[config.mk]
export PLATFORM = sky130hd
export DESIGN_NAME = uf_sequencer
export DESIGN_NICKNAME = d
export VERILOG_FILES = /design/src/rtl/uf_pkg.sv /design/src/rtl/uf_top3_tracker.sv /design/src/rtl/uf_sequencer.sv
export SDC_FILE = /design/constraint.sdc
export NUM_CORES = 1
export LEC_CHECK = 0
export CAP_MARGIN = 20
export CORE_UTILIZATION = 38
export DETAILED_ROUTE_END_ITERATION = 8
export PLACE_DENSITY = 0.52
export SLEW_MARGIN = 30
export SYNTH_ARGS = -nofsm -noshare
export SYNTH_HDL_FRONTEND = slang
export SYNTH_HIERARCHICAL = 1
export SYNTH_SLANG_ARGS = --single-unit
[constraint.sdc]
create_clock -name clk -period 34.7 [get_ports clk]
set_clock_uncertainty 0.05 [all_clocks]
set_input_delay 10.41 -clock clk [delete_from_list [all_inputs] [get_ports clk]]
set_output_delay 10.41 -clock clk [all_outputs]
set_load 0.02 [all_outputs]
[src/rtl/uf_pkg.sv]
// Shared union-find types: the edge payload, the index-width helper and the
// sequencer state encoding. Edge endpoints are sized for the largest
// supported forest so the union_find instance and its drivers agree.
package uf_pkg;

  // Bits needed to address n nodes (at least one bit).
  function automatic int unsigned index_bit_width(input int unsigned n);
    return (n > 1) ? $clog2(n) : 1;
  endfunction

  localparam int unsigned UF_MAX_NODES = 2000;
  localparam int unsigned UF_IDX_W     = index_bit_width(UF_MAX_NODES);

  typedef struct packed {
    logic [UF_IDX_W-1:0] u;
    logic [UF_IDX_W-1:0] v;
  } uf_edge_t;

  typedef enum logic [2:0] {
    IDLE,
    WIPE,
    ARM,
    FEED,
    DRAIN,
    SCAN,
    DONE
  } uf_seq_state_e;

endpackage

[src/rtl/uf_top3_tracker.sv]
// Keeps the three largest component sizes seen since the last clear.
// Ports: clk; clear (sync wipe to empty); in_valid/in_size (one candidate
// per cycle); t0 >= t1 >= t2 (zero means the slot is still empty).
module uf_top3_tracker #(
  parameter int unsigned SIZE_W = 4
) (
  input  logic              clk,
  input  logic              clear,
  input  logic              in_valid,
  input  logic [SIZE_W-1:0] in_size,
  output logic [SIZE_W-1:0] t0,
  output logic [SIZE_W-1:0] t1,
  output logic [SIZE_W-1:0] t2
);

  // Strict compares so a tie lands below the existing equal entry.
  always_ff @(posedge clk) begin
    if (clear) begin
      t0 <= '0;
      t1 <= '0;
      t2 <= '0;
    end else if (in_valid) begin
      if (in_size > t0) begin
        t0 <= in_size;
        t1 <= t0;
        t2 <= t1;
      end else if (in_size > t1) begin
        t1 <= in_size;
        t2 <= t1;
      end else if (in_size > t2) begin
        t2 <= in_size;
      end
    end
  end

endmodule

[src/rtl/uf_sequencer.sv]
// Feeds an edge batch into a union_find instance, waits for it to settle,
// then scans every node and reports the root count and the product of the
// three largest component sizes.
// Ports: clk, rst (sync, active-high), clear (wipe request, IDLE only);
// edge_valid/edge_ready/edge_pair/edge_last (upstream batch);
// uf_rst, uf_in_valid/uf_in_ready/uf_in_metadata, uf_out_index,
// uf_out_valid/uf_out_is_root/uf_out_size (union_find side);
// res_valid/res_ready/res_product/res_roots (result).
module uf_sequencer
  import uf_pkg::*;
#(
  parameter int unsigned MAX_NODE_COUNT = 2000,
  localparam int unsigned INDEX_BIT_WIDTH = index_bit_width(MAX_NODE_COUNT)
) (
  input  logic                         clk,
  input  logic                         rst,
  input  logic                         clear,
  input  logic                         edge_valid,
  output logic                         edge_ready,
  input  uf_edge_t                     edge_pair,
  input  logic                         edge_last,
  output logic                         uf_rst,
  output logic                         uf_in_valid,
  output uf_edge_t                     uf_in_metadata,
  input  logic                         uf_in_ready,
  output logic [INDEX_BIT_WIDTH-1:0]   uf_out_index,
  input  logic                         uf_out_valid,
  input  logic                         uf_out_is_root,
  input  logic [INDEX_BIT_WIDTH-1:0]   uf_out_size,
  output logic                         res_valid,
  input  logic                         res_ready,
  output logic [3*INDEX_BIT_WIDTH-1:0] res_product,
  output logic [INDEX_BIT_WIDTH:0]     res_roots
);

  localparam int unsigned SIZE_W = INDEX_BIT_WIDTH + 1;
  localparam int unsigned PROD_W = 3 * INDEX_BIT_WIDTH;
  localparam int unsigned FULL_W = 3 * SIZE_W;
  localparam logic [INDEX_BIT_WIDTH-1:0] LAST_IDX = INDEX_BIT_WIDTH'(MAX_NODE_COUNT - 1);

  uf_seq_state_e               state;
  uf_edge_t                    pair_reg;
  logic                        last_reg;
  logic                        drain_seen;
  logic [INDEX_BIT_WIDTH-1:0]  scan_idx;
  logic [SIZE_W-1:0]           root_cnt;

  logic                        feeding;
  logic                        scanning;
  logic                        done;
  logic [SIZE_W-1:0]           eff_size;
  logic [SIZE_W-1:0]           t0, t1, t2;
  logic [SIZE_W-1:0]           f0, f1, f2;
  logic [FULL_W-1:0]           prod_full;

  assign feeding  = (state == ARM) || (state == FEED);
  assign scanning = (state == SCAN);
  assign done     = (state == DONE);

  // A root always has size >= 1, so an all-zero size field can only be a
  // tree spanning every node whose size wrapped out of the index width.
  assign eff_size = (uf_out_size == '0) ? SIZE_W'(MAX_NODE_COUNT) : {1'b0, uf_out_size};

  uf_top3_tracker #(
    .SIZE_W (SIZE_W)
  ) u_top3 (
    .clk      (clk),
    .clear    (rst || !(scanning || done)),
    .in_valid (scanning && uf_out_is_root),
    .in_size  (eff_size),
    .t0       (t0),
    .t1       (t1),
    .t2       (t2)
  );

  // Empty slots contribute a factor of one.
  assign f0 = (t0 == '0) ? SIZE_W'(1) : t0;
  assign f1 = (t1 == '0) ? SIZE_W'(1) : t1;
  assign f2 = (t2 == '0) ? SIZE_W'(1) : t2;
  assign prod_full = FULL_W'(f0) * FULL_W'(f1) * FULL_W'(f2);

  // Sequencer FSM and its datapath registers.
  always_ff @(posedge clk) begin
    if (rst) begin
      state      <= IDLE;
      pair_reg   <= '0;
      last_reg   <= 1'b0;
      drain_seen <= 1'b0;
      scan_idx   <= '0;
      root_cnt   <= '0;
    end else begin
      case (state)
        IDLE: begin
          if (clear) begin
            state <= WIPE;
          end else if (edge_valid) begin
            pair_reg <= edge_pair;
            last_reg <= edge_last;
            state    <= ARM;
          end
        end
        WIPE: state <= IDLE;
        ARM: begin
          if (uf_in_ready) state <= FEED;
        end
        FEED: begin
          // The current pair commits on the same edge a new one is taken.
          if (edge_valid && uf_in_ready && !last_reg) begin
            pair_reg <= edge_pair;
            last_reg <= edge_last;
          end
          if (uf_in_ready && last_reg) state <= DRAIN;
        end
        DRAIN: begin
          // Require a low-then-high on uf_out_valid so stale validity from
          // before the final commit is never mistaken for settled output.
          if (!uf_out_valid) begin
            drain_seen <= 1'b1;
          end else if (drain_seen) begin
            drain_seen <= 1'b0;
            scan_idx   <= '0;
            root_cnt   <= '0;
            state      <= SCAN;
          end
        end
        SCAN: begin
          if (uf_out_is_root) root_cnt <= root_cnt + SIZE_W'(1);
          if (scan_idx == LAST_IDX) begin
            state <= DONE;
          end else begin
            scan_idx <= scan_idx + INDEX_BIT_WIDTH'(1);
          end
        end
        DONE: begin
          if (res_ready) state <= IDLE;
        end
        default: state <= IDLE;
      endcase
    end
  end

  // Outputs decode the state register; reset forces everything but uf_rst low.
  assign uf_rst         = rst || (state == WIPE);
  assign edge_ready     = !rst && (((state == IDLE) && !clear) ||
                                   ((state == FEED) && uf_in_ready && !last_reg));
  assign uf_in_valid    = !rst && feeding;
  assign uf_in_metadata = (!rst && feeding) ? pair_reg : '0;
  assign uf_out_index   = (!rst && scanning) ? scan_idx : '0;
  assign res_valid      = !rst && done;
  assign res_product    = (!rst && done) ? PROD_W'(prod_full) : '0;
  assign res_roots      = (!rst && done) ? root_cnt : '0;

endmodule

# Word level (Yosys, flattened, before mapping)
# Index checks and enable logic that the tools add are counted.
# W data, S select, Z words.
# word_totals
reg_bits	86
latchBits	0
ramBits	0
rom_bits	0
in_bits	42
mem_count	0
# op_classes
addsub	2
multipliers	2
div	0
magnitude_cmp	3
eq_ne	19
shifts	0
muxes	39
bitwise	0
n_reduce_logical	36
# ops
op	n
$mux W12	12
$mux W22	4
$mux W11	5
$pmux W22 S2	1
$gt A11 B12 Y1	3
$logic_not A12 Y1	3
$mul A24 B12 Y33	1
$mux W33	1
$mul A12 B12 Y24	1
$mux W3	8
$pmux W12 S2	1
$pmux W11 S2	1
$pmux W3 S6	1
$ne A2 B2 Y1 const B	8
$add A12 B1 Y12 const B	1
$reduce_and A4 Y1	3
$add A11 B1 Y11 const B	1
$eq A11 B11 Y1 const B	1
$logic_and A1 B1 Y1	11
$logic_not A11 Y1	1
$eq A3 B3 Y1 const B	3
$reduce_and A7 Y1	1
$eq A3 B2 Y1 const B	2
$ne A2 B1 Y1 const B	3
other kinds (10)	24

# Logic depth before layout (Yosys ltp)
# Gate-level depths: netlist (run 1).
# logic_depth
ltp_word	6
ltp_mapped	44

# Cells and area by module
# Netlist (run 1), hierarchy kept.
# modules_own_cells
module	instances	cells_each	area_per_inst_um2	seq_area_each_um2
uf_sequencer	1	1905	15867.7	1001.0
uf_top3_tracker	1	300	2586.2	720.7

# Worst setup path after synthesis (run 1)
# Ideal clock, no wire load.
# synth_path
path_kind	input-to-output
start	input rst
end	output res_product[21]
arrival_ns	12.503
setup_slack_ns	11.737
stages	4
cell_sequence	clkbuf_1 or4b_2 clkbuf_1 a2111oi_0
# synth_via
elab_chain_len	3
# synth_rtl
item	line_no	text
from (decl)	uf_sequencer.sv:16	input logic rst,
$logic_not A1 Y1	uf_sequencer.sv:150	assign res_product = (!rst && done) ? PROD_W'(prod_full) : '0;
$logic_and A1 B1 Y1	uf_sequencer.sv:150	
$mux W33	uf_sequencer.sv:150	
to (decl)	uf_sequencer.sv:32	output logic [3*INDEX_BIT_WIDTH-1:0] res_product,
# No other way between the ends.

# Worst setup path in the final report (run 1)
# layout_path
start	input rst
end	output res_product[31]
# Same word-level chain as after synthesis.

==> results.yml, run 1 <==
cells_and_area:
  fillCellCount: 4878
  nNetsFinal: 2784
  final_cell_mix: "inv_1 (398), nand2_1 (330), fa_1 (318)"
  drive_above_1_share_pct: 3.83
  largest_register_ff_count: 22
  areaGrowthSynthToFinish_pct: 11.8
  final_common_cell: "inv_1"
  antennaDiodeCount: 0
setup_path:
  critPathCaptureType: "output port"
  cp_data_arrival_time_ns: 13.47
  r2r_start: "state[2]"
  cp-start-kind: "input port"
  critPathMaxStageDelay_ns: 0.65
  crit_chain: "clkdlybuf4s50_1 -> buf_4 -> or4b_2 -> buf_4 -> inv_2 -> a31oi_1 -> nand3_1 -> clkdlybuf4s50_1"
  path_delay_family: "buffers and inverters"
  r2r-end: "u_top3/t2[4]"
  crit_buf_inv: 5
  crit_fanout: 37
  worstSetupPathType: "input port to output port"
  critPathSlowestCell: "or4b_2"
  r2r_slack_ns: 30.29
  cp.required_ns: 24.24
  reg2reg_depth: 9
die:
  core_region_area_um2: 47800
  die_h_um: 222
  top_level_ports: 124
  fp.dieW_um: 222
  initial_utilization_pct: 38.6
  row_count: 80
  fp.dieArea_um2: 49400
timing:
  timing.final.crit_period_ns: 23.93
  fmax_mhz: 41.8
  finalHoldViolations: 0
  fin_tns_setup_ns: 0
  maxSlewHeadroom_pct: 36.1
  hold_slack_ns: 0.437
  tightestPinTransition_ns: 0.958
  finalSetupViolCount: 0
  finalMaxSlewViolations: 0
  rsz0062_at_grt: "no"
  fin_ws_ns: 10.77
  period_share_pct: 69.0
grt:
  first_global_vias: 15900
  grt-ovfl-total: 0
  grt_max_degree: 38
  grt_usage_pct: 20.0
  grt_pass1_wl_mm: 80.1
  antenna_found_initial: 1
clock_network:
  cts_resized: 0
  htree_levels: 3
  clock_latency_ns: 0.34
  cts-root-buf: "clkbuf_16"
  cts_buffers: 9
  tritoncts: "built"
  cts_setup_buffers: 0
  path_clk_slew_ns: 0.07
  cts_hold_buf: 0
  clockBufferDepth: 2
  cts.sinks: 86
power:
  peakVddDrop_mv: 0.0298
  internal-power_uw: 176
  pwr-share-comb_pct: 12.6
  power_leakage_uw: 0.00972
  power.share.sequential_pct: 44.0
  p_clk_share_pct: 43.5
  p_sw_share_pct: 25.4
  switching_power_uw: 59.6
  power.total_uw: 235
  power.density_nw_per_um2: 11.4
drt:
  drt_wl_total_mm: 47.3
  first_iter_violations: 601
  drcViolationCount: 0
  drt-vias-per-instance: 5.09
  avgRoutedWirePerCell_um: 16.4
  drtPass1Iterations: 4
  postRouteAntennaNets: 0
  dr_total_vias: 14700
min_path:
  min_from: "root_cnt[11]"
  holdPathStages: 2
  min_to: "root_cnt[11]"
  hp-class: "flop to flop"
place:
  port_buffers: 123
  dp_hpwl_mm: 36.9
  gp_congestion: 0.802
  place_ws_ns: 10.71
synthesis:
  syn_area_per_cell_um2: 8.37
  synth_area_um2: 18500
  netlist_instances: 2205
  yosys_warnings: 6
  synth_cell_types: 60
  synth_flop_cell: "dfxtp_1"
  synth_edf_count: 0
  async_reset_ff_share_pct: 0
  ys_ff_latch: 86
  yosysSeqAreaShare_pct: 9.33
outcome:
  status: "finished, final reports clean"
job:
  cap_viol_max_count: 0
==> how the worst max path moves through the flow <==
stage | slack (ns) | endpoint | from | depth (start not counted)
CTS | 10.70 | res_product[31] | rst | 8
global placement | 10.31 | res_product[31] | rst | 8
finish | 10.77 | res_product[31] | rst | 8
global route | 10.50 | res_product[32] | u_top3/t0[7] | 40
detailed placement | 10.71 | res_product[31] | rst | 8
floorplan | 11.74 | res_product[21] | rst | 4
==> layer usage <==
| metal | vias up | wire, um | track usage [%] |
|---|---|---|---|
| met5 | - | 0 | 0 |
| met3 | 49 | 1770 | 1.89 |
| met4 | 0 | 990 | 5.27 |
| met2 | 304 | 24000 | 36.7 |
| met1 | 7389 | 20600 | 25.0 |
| li1 | 6949 | - | - |
==> synth_stat cells, types with 3 or more instances <==
cell | instances | share of area [%]
a21o_1 | 15 | 0.61
xnor2_1 | 31 | 1.5
and3_1 | 19 | 0.64
clkbuf_1 | 109 | 2.2
mux2i_1 | 50 | 2.7
o31ai_1 | 16 | 0.65
o21ai_0 | 33 | 0.89
o21bai_1 | 5 | 0.20
o21a_1 | 8 | 0.33
and2_1 | 198 | 6.7
fa_1 | 318 | 34
inv_1 | 399 | 8.1
nand2_1 | 330 | 6.7
nand4_1 | 21 | 0.71
nor3_1 | 21 | 0.57
or3_1 | 10 | 0.34
nor2b_1 | 7 | 0.24
xor2_1 | 25 | 1.2
dfxtp_1 | 86 | 9.3
ha_1 | 160 | 11
nor3b_1 | 4 | 0.16
a211oi_1 | 14 | 0.57
a31o_2 | 4 | 0.19
buf_2 | 6 | 0.16
nand2b_1 | 19 | 0.64
o211ai_1 | 31 | 1.3
nor4_1 | 10 | 0.34
a31oi_1 | 7 | 0.24
a211o_1 | 3 | 0.14
nand3_1 | 14 | 0.38
a21oi_1 | 69 | 1.9
mux2_2 | 11 | 0.67
nor2_1 | 115 | 2.3
==> power by group through the flow <==
| stage | Clock (uW) | Sequential (uW) | Combinational (uW) |
|---|---|---|---|
| 2_1_floorplan | 0 | 104 | 19.9 |
| 3_3_place_gp | 0 | 106 | 28.9 |
| 3_5_place_dp | 0 | 105 | 29.5 |
| 4_1_cts | 105 | 103 | 29.6 |
| 5_1_grt | 109 | 104 | 32.7 |
| 6_report | 102 | 103 | 29.5 |
==> worst register-to-register path: cells and delay by family, from the launching register on <==
family          cells  cell delay (ns)
flops               1             0.60
buf+inv             5             1.84
simple gates        3             1.48
compound gates      1             0.36
==> final cells by class <==
class | instances | area, um^2 | share of cell area (%)
sequential | 86 | 1720 | 8.35
clock buffer | 12 | 256 | 1.24
multi-input combinational | 1608 | 14800 | 71.8
timing repair buffer | 160 | 1510 | 7.32
inverter | 399 | 1500 | 7.26
clock inverter | 4 | 55.1 | 0.267
tap | 615 | 769 | 3.73
==> metrics by stage <==
stage / instances / cell area (um^2) / util (%)
floorplan: 2210 / 18500 / -
global placement: 2868 / 20300 / 42.4
detailed placement: 2868 / 20300 / 42.4
CTS: 2884 / 20600 / 43.1
global route: 2884 / 20600 / 43.1
finish: 2884 / 20600 / 43.1
==> cell families (layout without fill, tap and decap cells) <==
group / Yosys count / after routing / synth area share, %
simple gates: 779 / 779 / 20.3
mux: 61 / 61 / 3.38
flops: 86 / 86 / 9.33
fa+ha+maj: 478 / 478 / 45.3
buf+inv: 516 / 575 / 10.6
other cells: 1 / 6 / 0.0203
xor+xnor: 57 / 57 / 2.78
compound gates: 227 / 227 / 8.19
Note: power is estimated with default switching activity, not from simulation.
==> run 2: changes to the inputs <==
- clock period: 34.7 -> 25 ns (I/O delays scaled with it)
==> run 2 against run 1 <==
Effect of this change:
- die area did not move
- critical endpoint is now res_product[32]
- hold slack got worse by 0.00083 ns
- first-iteration DRC count is 10% higher
- critical path depth up 28
- wire length grew 0.15%
- design area shrank 0.16%
- critical path type is now flop to output port
- register-to-register slack got worse by 9.7 ns
- combinational power increased by 40%
- clock power grew 36%
- power up 38%
- utilization down 0.068 points
- final cell count is 0.31% lower
==> results.yml, run 2 (synthesis gave the netlist of run 1 again) <==
cells_and_area:
  final_common_cell: "inv_1"
  instances_no_fill: 2875
  antennaDiodeCount: 0
  nNetsFinal: 2775
  areaGrowthSynthToFinish_pct: 11.6
  final_cell_mix: "inv_1 (398), nand2_1 (330), fa_1 (318)"
  largest_register_ff_count: 22
  drive_above_1_share_pct: 3.63
timing:
  finalHoldViolations: 0
  rsz0062_at_grt: "no"
  fin_tns_setup_ns: 0
  fin_ws_ns: 4.39
  maxSlewHeadroom_pct: 33.0
  finalMaxSlewViolations: 0
  fmax_mhz: 48.5
  period_share_pct: 82.4
  hold_slack_ns: 0.436
  timing.final.crit_period_ns: 20.61
  tightestPinTransition_ns: 0.995
  finalSetupViolCount: 0
place:
  placed_cells: 2859
  port_buffers: 123
  gp_congestion: 0.828
  dp_hpwl_mm: 37.6
  place_ws_ns: 4.71
clock_network:
  clockBufferDepth: 2
  clock_latency_ns: 0.37
  path_clk_slew_ns: 0.07
  cts-root-buf: "clkbuf_16"
  cts_hold_buf: 0
  tritoncts: "built"
  cts_buffers: 9
  cts.sinks: 86
  htree_levels: 3
  cts_resized: 0
  cts_setup_buffers: 0
min_path:
  min_to: "root_cnt[11]"
  hp-class: "flop to flop"
  holdPathStages: 2
  min_from: "root_cnt[11]"
die:
  row_count: 80
  core_region_area_um2: 47800
  initial_utilization_pct: 38.6
  top_level_ports: 124
  fp.dieArea_um2: 49400
  die_h_um: 222
  fp.dieW_um: 222
setup_path:
  reg2reg_depth: 9
  r2r_start: "state[2]"
  crit_fanout: 20
  cp-start-kind: "flop"
  cp.required_ns: 17.45
  cp_data_arrival_time_ns: 13.06
  r2r-end: "u_top3/t2[8]"
  critPathMaxStageDelay_ns: 0.82
  r2r_slack_ns: 20.57
  critPathCaptureType: "output port"
  critPathSlowestCell: "o31ai_1"
  critPathMostFrequentCell: "fa_1"
  worstSetupPathType: "flop to output port"
grt:
  first_global_vias: 15700
  antenna_found_initial: 0
  grt_pass1_wl_mm: 80.3
  grt_usage_pct: 20.2
  grt-ovfl-total: 0
  grt_max_degree: 38
power:
  power.density_nw_per_um2: 15.7
  peakVddDrop_mv: 0.0541
  power_leakage_uw: 0.00973
outcome:
  status: "finished, final reports clean"
drt:
  drtPass1Iterations: 5
  drcViolationCount: 0
  drt_wl_total_mm: 47.4
  drt-vias-per-instance: 5.06
  first_iter_violations: 662
  postRouteAntennaNets: 0
  dr_total_vias: 14500
  avgRoutedWirePerCell_um: 16.5
job:
  cap_viol_max_count: 0
## run 2: changes by cell type in the layout (fill, tap and decap cells not counted), moves of 2 or more
| cell | before | now |
|---|---|---|
| buf_4 | 37 | 28 |
| xor2_2 | 2 | 0 |
| xnor2_1 | 31 | 24 |
| clkbuf_1 | 1 | 3 |
| xnor2_2 | 0 | 7 |
| xor2_1 | 23 | 25 |
## run 2: worst max-delay path, delay by kind of cell, from the launching register on
kind            cells  cell delay, ns
flops               1            0.49
fa+ha+maj          12            5.38
compound gates      7            3.09
simple gates        7            1.48
xor+xnor            3            1.28
buf+inv             7            0.96
## run 2: area by class of cell
cell class	instances	area (um^2)
clock buffer	13	250
clock inverter	3	43.8
fill	4838	27300
inverter	399	1500
multi-input combinational	1608	14900
sequential	86	1720
tap	615	769
timing repair buffer	151	1440
## run 2: routing by layer
| layer | global-route usage (%) | vias to the layer above | share of wire, % |
|---|---|---|---|
| met3 | 3.16 | 55 | 5.0 |
| met2 | 35.9 | 328 | 49 |
| met4 | 6.12 | 0 | 2.6 |
| met5 | 0 | - | 0 |
| li1 | - | 6935 | - |
| met1 | 25.1 | 7220 | 43 |
## run 2: how the worst max path moves through the flow
| stage | from | to | slack [ns] | cells after the start |
|---|---|---|---|---|
| 2_1_floorplan | u_top3/t1[4] | res_product[32] | 6.58 | 41 |
| 3_3_place_gp | u_top3/t0[7] | res_product[32] | 4.91 | 37 |
| 3_5_place_dp | u_top3/t0[3] | res_product[32] | 4.71 | 40 |
| 4_1_cts | u_top3/t0[3] | res_product[32] | 4.25 | 40 |
| 5_1_grt | u_top3/t0[3] | res_product[32] | 3.60 | 36 |
| 6_report | u_top3/t0[3] | res_product[32] | 4.39 | 36 |
## run 2: per-stage QoR
| stage | total power [uW] | util, % | cell area, um^2 |
|---|---|---|---|
| 5_1_grt | 339 | 43.0 | 20600 |
| 4_1_cts | 330 | 42.9 | 20500 |
| 3_3_place_gp | 187 | 42.3 | 20200 |
| 6_report | 324 | 43.0 | 20600 |
| 2_1_floorplan | 172 | - | 18500 |
| 3_5_place_dp | 188 | 42.3 | 20200 |
## run 2: power by group
| part | leakage, uW | switching, uW | internal (uW) |
|---|---|---|---|
| registers | 0.000696 | 3.47 | 140 |
| logic | 0.00889 | 21.0 | 20.3 |
| clock network | 0.000144 | 59.1 | 80.3 |
